==> config.mk <==
export PLATFORM = sky130hd
export DESIGN_NAME = fetch_unit
export DESIGN_NICKNAME = d
export VERILOG_FILES = /design/src/rtl/mips_pkg.sv /design/src/rtl/instr_fields.sv /design/src/rtl/fetch_unit.sv
export SDC_FILE = /design/constraint.sdc
export NUM_CORES = 1
export LEC_CHECK = 0
export BUFFER_PORTS_ARGS = -buffer_cell sky130_fd_sc_hd__buf_2
export CAP_MARGIN = 40
export CORE_MARGIN = 2
export CORE_UTILIZATION = 44
export DETAILED_ROUTE_END_ITERATION = 12
export PLACE_DENSITY = 0.83
export SYNTH_ARGS = -nofsm -noshare
export SYNTH_HDL_FRONTEND = slang
export SYNTH_SLANG_ARGS = --single-unit
==> constraint.sdc <==
create_clock -name clk -period 1.69 [get_ports clk]
set_input_delay 0.169 -clock clk [delete_from_list [all_inputs] [get_ports clk]]
set_output_delay 0.169 -clock clk [all_outputs]
set_load 0.02 [all_outputs]
==> src/rtl/mips_pkg.sv <==
// =============================================================================
// Module : mips_pkg
// Brief  : Shared MIPS field widths, bit positions, opcodes and fetch states.
// Rev    : 1.0 - initial release
// =============================================================================
`default_nettype none

package mips_pkg;

    localparam int OPCODE_W = 6;
    localparam int REG_W    = 5;
    localparam int SHAMT_W  = 5;
    localparam int FUNCT_W  = 6;
    localparam int IMM_W    = 16;

    localparam int OPCODE_LSB = 26;
    localparam int RS_LSB     = 21;
    localparam int RT_LSB     = 16;
    localparam int RD_LSB     = 11;
    localparam int SHAMT_LSB  = 6;
    localparam int FUNCT_LSB  = 0;
    localparam int IMM_LSB    = 0;

    typedef enum logic [2:0] {
        ST_IDLE  = 3'd0,
        ST_FETCH = 3'd1,
        ST_WAIT  = 3'd2,
        ST_HOLD  = 3'd3,
        ST_DRAIN = 3'd4
    } fetch_state_t;

    localparam logic [OPCODE_W-1:0] OP_RTYPE = 6'b000000;
    localparam logic [OPCODE_W-1:0] OP_J     = 6'b000010;
    localparam logic [OPCODE_W-1:0] OP_JAL   = 6'b000011;
    localparam logic [OPCODE_W-1:0] OP_BEQ   = 6'b000100;
    localparam logic [OPCODE_W-1:0] OP_BNE   = 6'b000101;
    localparam logic [OPCODE_W-1:0] OP_ADDI  = 6'b001000;
    localparam logic [OPCODE_W-1:0] OP_LW    = 6'b100011;
    localparam logic [OPCODE_W-1:0] OP_SW    = 6'b101011;

endpackage

`default_nettype wire

==> src/rtl/instr_fields.sv <==
// =============================================================================
// Module : instr_fields
// Brief  : Combinational split of a 32-bit MIPS word into its decode fields.
// Rev    : 1.0 - initial release
// =============================================================================
`default_nettype none

module instr_fields
    import mips_pkg::*;
(
    input  logic [31:0]         instr,
    output logic [OPCODE_W-1:0] opcode,
    output logic [REG_W-1:0]    rs,
    output logic [REG_W-1:0]    rt,
    output logic [REG_W-1:0]    rd,
    output logic [SHAMT_W-1:0]  shamt,
    output logic [FUNCT_W-1:0]  funct,
    output logic [IMM_W-1:0]    imm
);

    assign opcode = instr[OPCODE_LSB +: OPCODE_W];
    assign rs     = instr[RS_LSB     +: REG_W];
    assign rt     = instr[RT_LSB     +: REG_W];
    assign rd     = instr[RD_LSB     +: REG_W];
    assign shamt  = instr[SHAMT_LSB  +: SHAMT_W];
    assign funct  = instr[FUNCT_LSB  +: FUNCT_W];
    assign imm    = instr[IMM_LSB    +: IMM_W];

endmodule

`default_nettype wire

==> src/rtl/fetch_unit.sv <==
// =============================================================================
// Module : fetch_unit
// Brief  : Single-outstanding instruction fetch stage with redirect handling.
//          Optional counters enabled by defining FETCH_PERF_EN.
// Rev    : 1.0 - initial release
// =============================================================================
`default_nettype none

module fetch_unit
    import mips_pkg::*;
#(
    parameter int              ADDR_W   = 32,
    parameter logic [ADDR_W-1:0] RESET_PC = '0
) (
    input  logic                clk,
    input  logic                rst,
    output logic                imem_req_valid,
    input  logic                imem_req_ready,
    output logic [ADDR_W-1:0]   imem_addr,
    input  logic                imem_rsp_valid,
    input  logic [31:0]         imem_rsp_data,
    input  logic                br_taken,
    input  logic [ADDR_W-1:0]   br_target,
    output logic                id_valid,
    input  logic                id_ready,
    output logic [OPCODE_W-1:0] id_opcode,
    output logic [REG_W-1:0]    id_rs,
    output logic [REG_W-1:0]    id_rt,
    output logic [REG_W-1:0]    id_rd,
    output logic [SHAMT_W-1:0]  id_shamt,
    output logic [FUNCT_W-1:0]  id_funct,
    output logic [IMM_W-1:0]    id_imm,
    output logic [ADDR_W-1:0]   id_pc4
`ifdef FETCH_PERF_EN
    ,
    output logic [31:0]         perf_fetched,
    output logic [31:0]         perf_killed
`endif
);

    fetch_state_t      r_state;
    fetch_state_t      w_state_nxt;
    logic [ADDR_W-1:0] r_pc;
    logic [31:0]       r_ir;
    logic [ADDR_W-1:0] r_pc4;
    logic [ADDR_W-1:0] w_pc_inc;
    logic [ADDR_W-1:0] w_target;
    logic              w_rsp_take;
    logic              w_unused_tgt_lsb;

    assign w_pc_inc         = r_pc + ADDR_W'(4);
    assign w_target         = {br_target[ADDR_W-1:2], 2'b00};
    assign w_unused_tgt_lsb = ^br_target[1:0];
    // A response coinciding with a redirect belongs to the old path.
    assign w_rsp_take       = (r_state == ST_WAIT) && imem_rsp_valid && !br_taken;

    always_ff @(posedge clk) begin
        if (rst) begin
            r_state <= ST_IDLE;
        end else begin
            r_state <= w_state_nxt;
        end
    end

    always_comb begin
        w_state_nxt = r_state;
        case (r_state)
            ST_IDLE:  w_state_nxt = ST_FETCH;
            ST_FETCH: if (imem_req_ready) w_state_nxt = br_taken ? ST_DRAIN : ST_WAIT;
            ST_WAIT: begin
                if (br_taken)            w_state_nxt = imem_rsp_valid ? ST_FETCH : ST_DRAIN;
                else if (imem_rsp_valid) w_state_nxt = ST_HOLD;
            end
            ST_HOLD:  if (br_taken || id_ready) w_state_nxt = ST_FETCH;
            ST_DRAIN: if (imem_rsp_valid) w_state_nxt = ST_FETCH;
            default:  w_state_nxt = ST_IDLE;
        endcase
    end

    always_comb begin
        imem_req_valid = (r_state == ST_FETCH);
        id_valid       = (r_state == ST_HOLD) && !br_taken;
    end

    always_ff @(posedge clk) begin
        if (rst) begin
            r_pc  <= RESET_PC;
            r_ir  <= '0;
            r_pc4 <= '0;
        end else begin
            if (br_taken) begin
                r_pc <= w_target;
            end else if (w_rsp_take) begin
                r_pc <= w_pc_inc;
            end
            if (w_rsp_take) begin
                r_ir  <= imem_rsp_data;
                r_pc4 <= w_pc_inc;
            end
        end
    end

    assign imem_addr = r_pc;
    assign id_pc4    = r_pc4;

    instr_fields u_fields (
        .instr  (r_ir),
        .opcode (id_opcode),
        .rs     (id_rs),
        .rt     (id_rt),
        .rd     (id_rd),
        .shamt  (id_shamt),
        .funct  (id_funct),
        .imm    (id_imm)
    );

`ifdef FETCH_PERF_EN
    logic [31:0] r_perf_fetched;
    logic [31:0] r_perf_killed;
    logic        w_kill;

    assign w_kill = ((r_state == ST_WAIT)  && imem_rsp_valid && br_taken) ||
                    ((r_state == ST_DRAIN) && imem_rsp_valid) ||
                    ((r_state == ST_HOLD)  && br_taken);

    always_ff @(posedge clk) begin
        if (rst) begin
            r_perf_fetched <= '0;
            r_perf_killed  <= '0;
        end else begin
            if (id_valid && id_ready) r_perf_fetched <= r_perf_fetched + 32'd1;
            if (w_kill)               r_perf_killed  <= r_perf_killed + 32'd1;
        end
    end

    assign perf_fetched = r_perf_fetched;
    assign perf_killed  = r_perf_killed;
`endif

endmodule

`default_nettype wire

[Yosys cells after proc, flatten, opt, wreduce, memory -nomap -nowiden]
Cells that the tools add are included.
Widths: inputs -> output; s select.
Storage, ports and cells
  bits in registers: 99
  input bits: 70
  output and inout port bits: 114
  logic and storage cells: 33
Operators by class
  add/subtract/negate cells: 1
  equal/unequal tests: 8
  muxes and demuxes: 10
  reductions and logical operators: 9
Operators with widths (count)
  $mux 32: 2
  $add 32x3->32 const B: 1
  $mux 3: 7
  $pmux 3 s5: 1
  $eq 3x2->1 const B: 2
  $ne 2x2->1 const B: 2
  $reduce_and 4->1: 1
  $eq 3x1->1 const B: 1
  $eq 3x3->1 const B: 1
  $logic_and 1x1->1: 3
  $logic_not 3->1: 1
  $ne 3x3->1 const B: 1
  $ne 2x1->1 const B: 1
  $reduce_bool 2->1: 1
  $reduce_or 2->1: 1
  $logic_not 1->1: 1
  $logic_or 1x1->1: 1

[Logic depth before layout (Yosys ltp)]
  depth in word-level cells: 5
  depth in mapped cells: 8
  mapped depth without buffers: 6

[Hierarchy]
Synthesis repeated with hierarchy kept, for this count alone.
Second synthesis, totals
  cells, all modules: 591
  area, all modules: 4828.4 sq um
By module, submodules not included
  fetch_unit: instances 1, cells each 543, area each 4468.0 sq um, seq. area each 1901.8 sq um
  instr_fields: instances 1, cells each 48, area each 360.3 sq um, seq. area each 0.0 sq um

[Worst setup path after synthesis]
No wires, ideal clock.
  path kind: register -> register
  start point: register r_pc[2] (netlist: imem_addr[2])
  end point: register r_pc[28] (netlist: imem_addr[28])
  library setup time: 0.132 ns
  arrival: 1.816 ns
  required time: 1.558 ns
  slack: -0.258 ns
  stages on the path, launching flop included: 8
  path buffers: 1
  clock period less this slack: 1.948 ns
  cell sequence: dfxtp_1 ha_1 and3_1 buf_2 nand3_2 o31a_1 o21ai_0 a21oi_1
On the way
  cells in the longest elaborated chain, start to end: 3
Ends and longest elaborated chain
  start: declaration: RTL line fetch_unit.sv:43  | logic [ADDR_W-1:0] r_pc;
  start signal: assignment: RTL line fetch_unit.sv:92  | r_pc <= w_target;
  start signal: assignment: RTL line fetch_unit.sv:94  | r_pc <= w_pc_inc;
  $add 32x3->32: RTL line fetch_unit.sv:51  | assign w_pc_inc = r_pc + ADDR_W'(4);
  $mux 32: RTL line fetch_unit.sv:93  | end else if (w_rsp_take) begin
  $mux 32: RTL line fetch_unit.sv:91  | if (br_taken) begin
Every way passes these cells. The select of a mux whose other input is x is not followed.
A chain may end at the register's enable or synchronous reset.

[Worst setup path after layout]
  start point: register r_pc[2] (netlist: imem_addr[2])
  end point: register r_pc[20] (netlist: imem_addr[20])
The elaborated chain is that of the path after synthesis.

==> key figures <==
GRT
  • Vias in the first global route: 4331
  • Largest net degree at the start of global routing: 71
  • Antenna violations before repair: 0
  • Total grt overflow: 0
  • GRT Overall Usage: a little under a quarter
  • Global-route wire length before repair: 20600 microns

Worst setup path
  • Crit end category: flip-flop
  • Crit-path max cell delay: between 0.3 and 0.4 ns
  • Crit-path cells: ha_4 > nand4_1 > nor4_4 > buf_4 > nand2_1 > a221oi_1 > nor3_1
  • R2R cell count: 7
  • CP bufs+invs: 1
  • WP data required: 1.93 ns
  • CP delay by family, top: simple AND/OR/NAND/NOR gates
  • Critical path launch point type: flip-flop
  • Critical path arrival: a little under 2 ns
  • Crit. path cell count: 7
  • Critical path class: reg2reg
  • Setup slack, reg-to-reg: -0.06 ns
  • CP max stage cell: dfxtp_4
  • Crit-path max FO: 6

Worst hold path
  • Hold Path Stages: 3
  • Tightest Hold Check Type: in2reg

Outcome
  • Failing checks: negative setup slack
  • Status: finished with violations

Floorplan
  • Die area: 0.0113 sq mm
  • I/O pins: 184
  • Rows: 37
  • Overall die width: 106 microns
  • Die Y: 106 microns
  • CORE AREA: 0.0102 sq mm
  • Initial core utilization: 44.8%

Final layout
  • # nets final: 813
  • Diodes inserted: 0
  • Layout cells sized above 1: roughly 40%
  • Syn-to-layout area delta: 33.2%

Clock network
  • CTS tree: built
  • Clock sinks: 95
  • Post-CTS Hold Fix Bufs: 0
  • CTS max path bufs: 2
  • Number of H-tree levels: 3
  • Clock-pin slew on the worst setup and hold paths: 0.09 ns
  • CTS root buf: clkbuf_8
  • CTS Buf Count: 9
  • Worst-Skew Late Latency: 0.36 ns

Synthesis
  • Mapped Avg Cell Area: 8.21 sq um
  • Top cell type's share of synthesized area: 41.5%
  • Synth cell types: 54
  • Synth Register Bits: 95
  • Synth Flop Type: dfxtp_1
  • EDFF count, synth: 0
  • Synth top area cells: dfxtp_1, nand2_1, a21oi_1
  • Mapped cell area: 0.00459 sq mm
  • Cell count after synthesis: 559
  • FFs w/ async S/R, synth: 0%
  • Yosys top cell by area: dfxtp_1
  • Seq/Total Area, Yosys: around two fifths
  • Yosys Warn Count: 0

Timing
  • RSZ-0062 raised after global routing: yes
  • Fin. Hold Viols: 0
  • Pins Over Slew Limit: 0
  • Crit share post-route: 103%
  • FMAX: 0.573 GHz
  • Worst hold slack: about 0.028 ns
  • Tmin final: roughly 1.7 ns
  • Final Skew: 0.0138 ns
  • Worst setup margin: -0.0564 ns
  • Endpoints failing setup: 9

Flow run
  • Max Cap Violations: 0

Placement
  • Port Buf Inserts: 177
  • Placer Congestion: 0.878
  • DP Worst Slack: -0.0555 ns
  • Post-DP HPWL: 9830 microns

Routing
  • DR vias: 4780
  • Via/cell ratio: 5.41
  • DRT iter0 DRCs: 290
  • DRC: 0
  • Drt total wl: 13800 microns
  • WL/cell: 15.6 microns
  • TritonRoute pass-1 iters: 6
  • Post-DRT Antenna Nets: 0

Power and ir drop
  • PD cells: 720 mW/mm^2
  • Worst IR Drop VDD: 459 uV
  • Leakage: 2.65 nW
-- cells in the mapped netlist (5+ instances only) --
library cell and count:
dfxtp_1 95, xor2_1 21, xnor2_1 21, nor2_1 54, nand3_1 16, nor4_1 5, nand2_1 99, o21ai_0 7
nand4_1 15, buf_4 23, and3_1 11, a211oi_1 32, clkbuf_1 27, nor3_1 5, a21oi_1 56
-- stage by stage --
step	TNS (ns)	utilization (%)	instances	total power [mW]	cell area (sq um)
3_3_place_gp	0	55.8	857	2.95	5700
6_report	-0.363	59.8	883	4.40	6110
2_1_floorplan	-0.0647	-	562	2.73	4660
5_1_grt	-1.46	59.8	883	4.55	6110
4_1_cts	0	57.9	874	4.40	5920
3_5_place_dp	-0.0633	55.8	857	2.97	5700
-- power by group --
group / internal [mW] / switching (mW)
sequential: 2.29 / 0.0638
clock: 0.661 / 0.792
combinational: 0.252 / 0.337
-- placed cells by master (no fill, tap or decap), types with 6 or more instances in the layout --
cell type and n:
a21oi_1 56, nand4_1 15, buf_4 48, dfxtp_4 8, buf_2 177, dfxtp_1 71
dfxtp_2 16, and3_1 11, nand2_1 99, xor2_1 20, xnor2_1 21, a211oi_1 30
buf_12 6, nor2_1 53, clkbuf_8 10, nand3_1 15
-- registers in the layout (all words and copies together), names as in the netlist --
name and flops:
id_pc4 30, imem_addr 30, r_ir 32, r_state 3
-- repair_timing --
item	in CTS	in global routing
gates resized for setup	4	28
endpoints found under the setup margin	7	46
gates cloned	0	2
setup buffers	1	7
pin swaps	0	9
-- area by class of cell --
cell class	count	area, sq um
tap	136	170
fill	888	4120
clock buffer	11	163
sequential	95	1950
inverter	4	15.0
timing repair buffer	232	1390
clock inverter	5	28.8
multi-input combinational	400	2390
-- cells by family (layout without fill, tap and decap cells) --
family / after synthesis / in the layout / share of synthesized area, %
AO/OA/AOI/OAI: 116 / 116 / 15.8
XOR/XNOR: 42 / 42 / 8.02
other: 1 / 4 / 0.0817
AND/OR/NAND/NOR: 233 / 233 / 24.6
buffers and inverters: 67 / 252 / 8.84
flip-flops: 95 / 95 / 41.5
multiplexers: 4 / 4 / 0.873
adder cells (fa/ha/maj): 1 / 1 / 0.273
-- tightest hold or removal path, delay by kind of cell --
kind                   cells  cell delay [ns]
AO/OA/AOI/OAI              1             0.07
AND/OR/NAND/NOR            1             0.04
buffers and inverters      1             0.08
-- per-layer routing --
| metal | track usage (%) | vias up | routed length, microns |
|---|---|---|---|
| met5 | 0 | - | 0 |
| met4 | 9.77 | 0 | 406 |
| met3 | 3.92 | 42 | 885 |
| met2 | 39.1 | 235 | 6850 |
| met1 | 27.8 | 2220 | 5640 |
| li1 | - | 2283 | - |
-- final timing paths --
path                                     from            end
worst min-delay path            br_target[29]  imem_addr[29]
worst max-delay path             imem_addr[2]  imem_addr[20]
worst max register to register   imem_addr[2]  imem_addr[20]
worst min register to register      id_pc4[3]      id_pc4[3]
(Power assumes the default switching activity.)
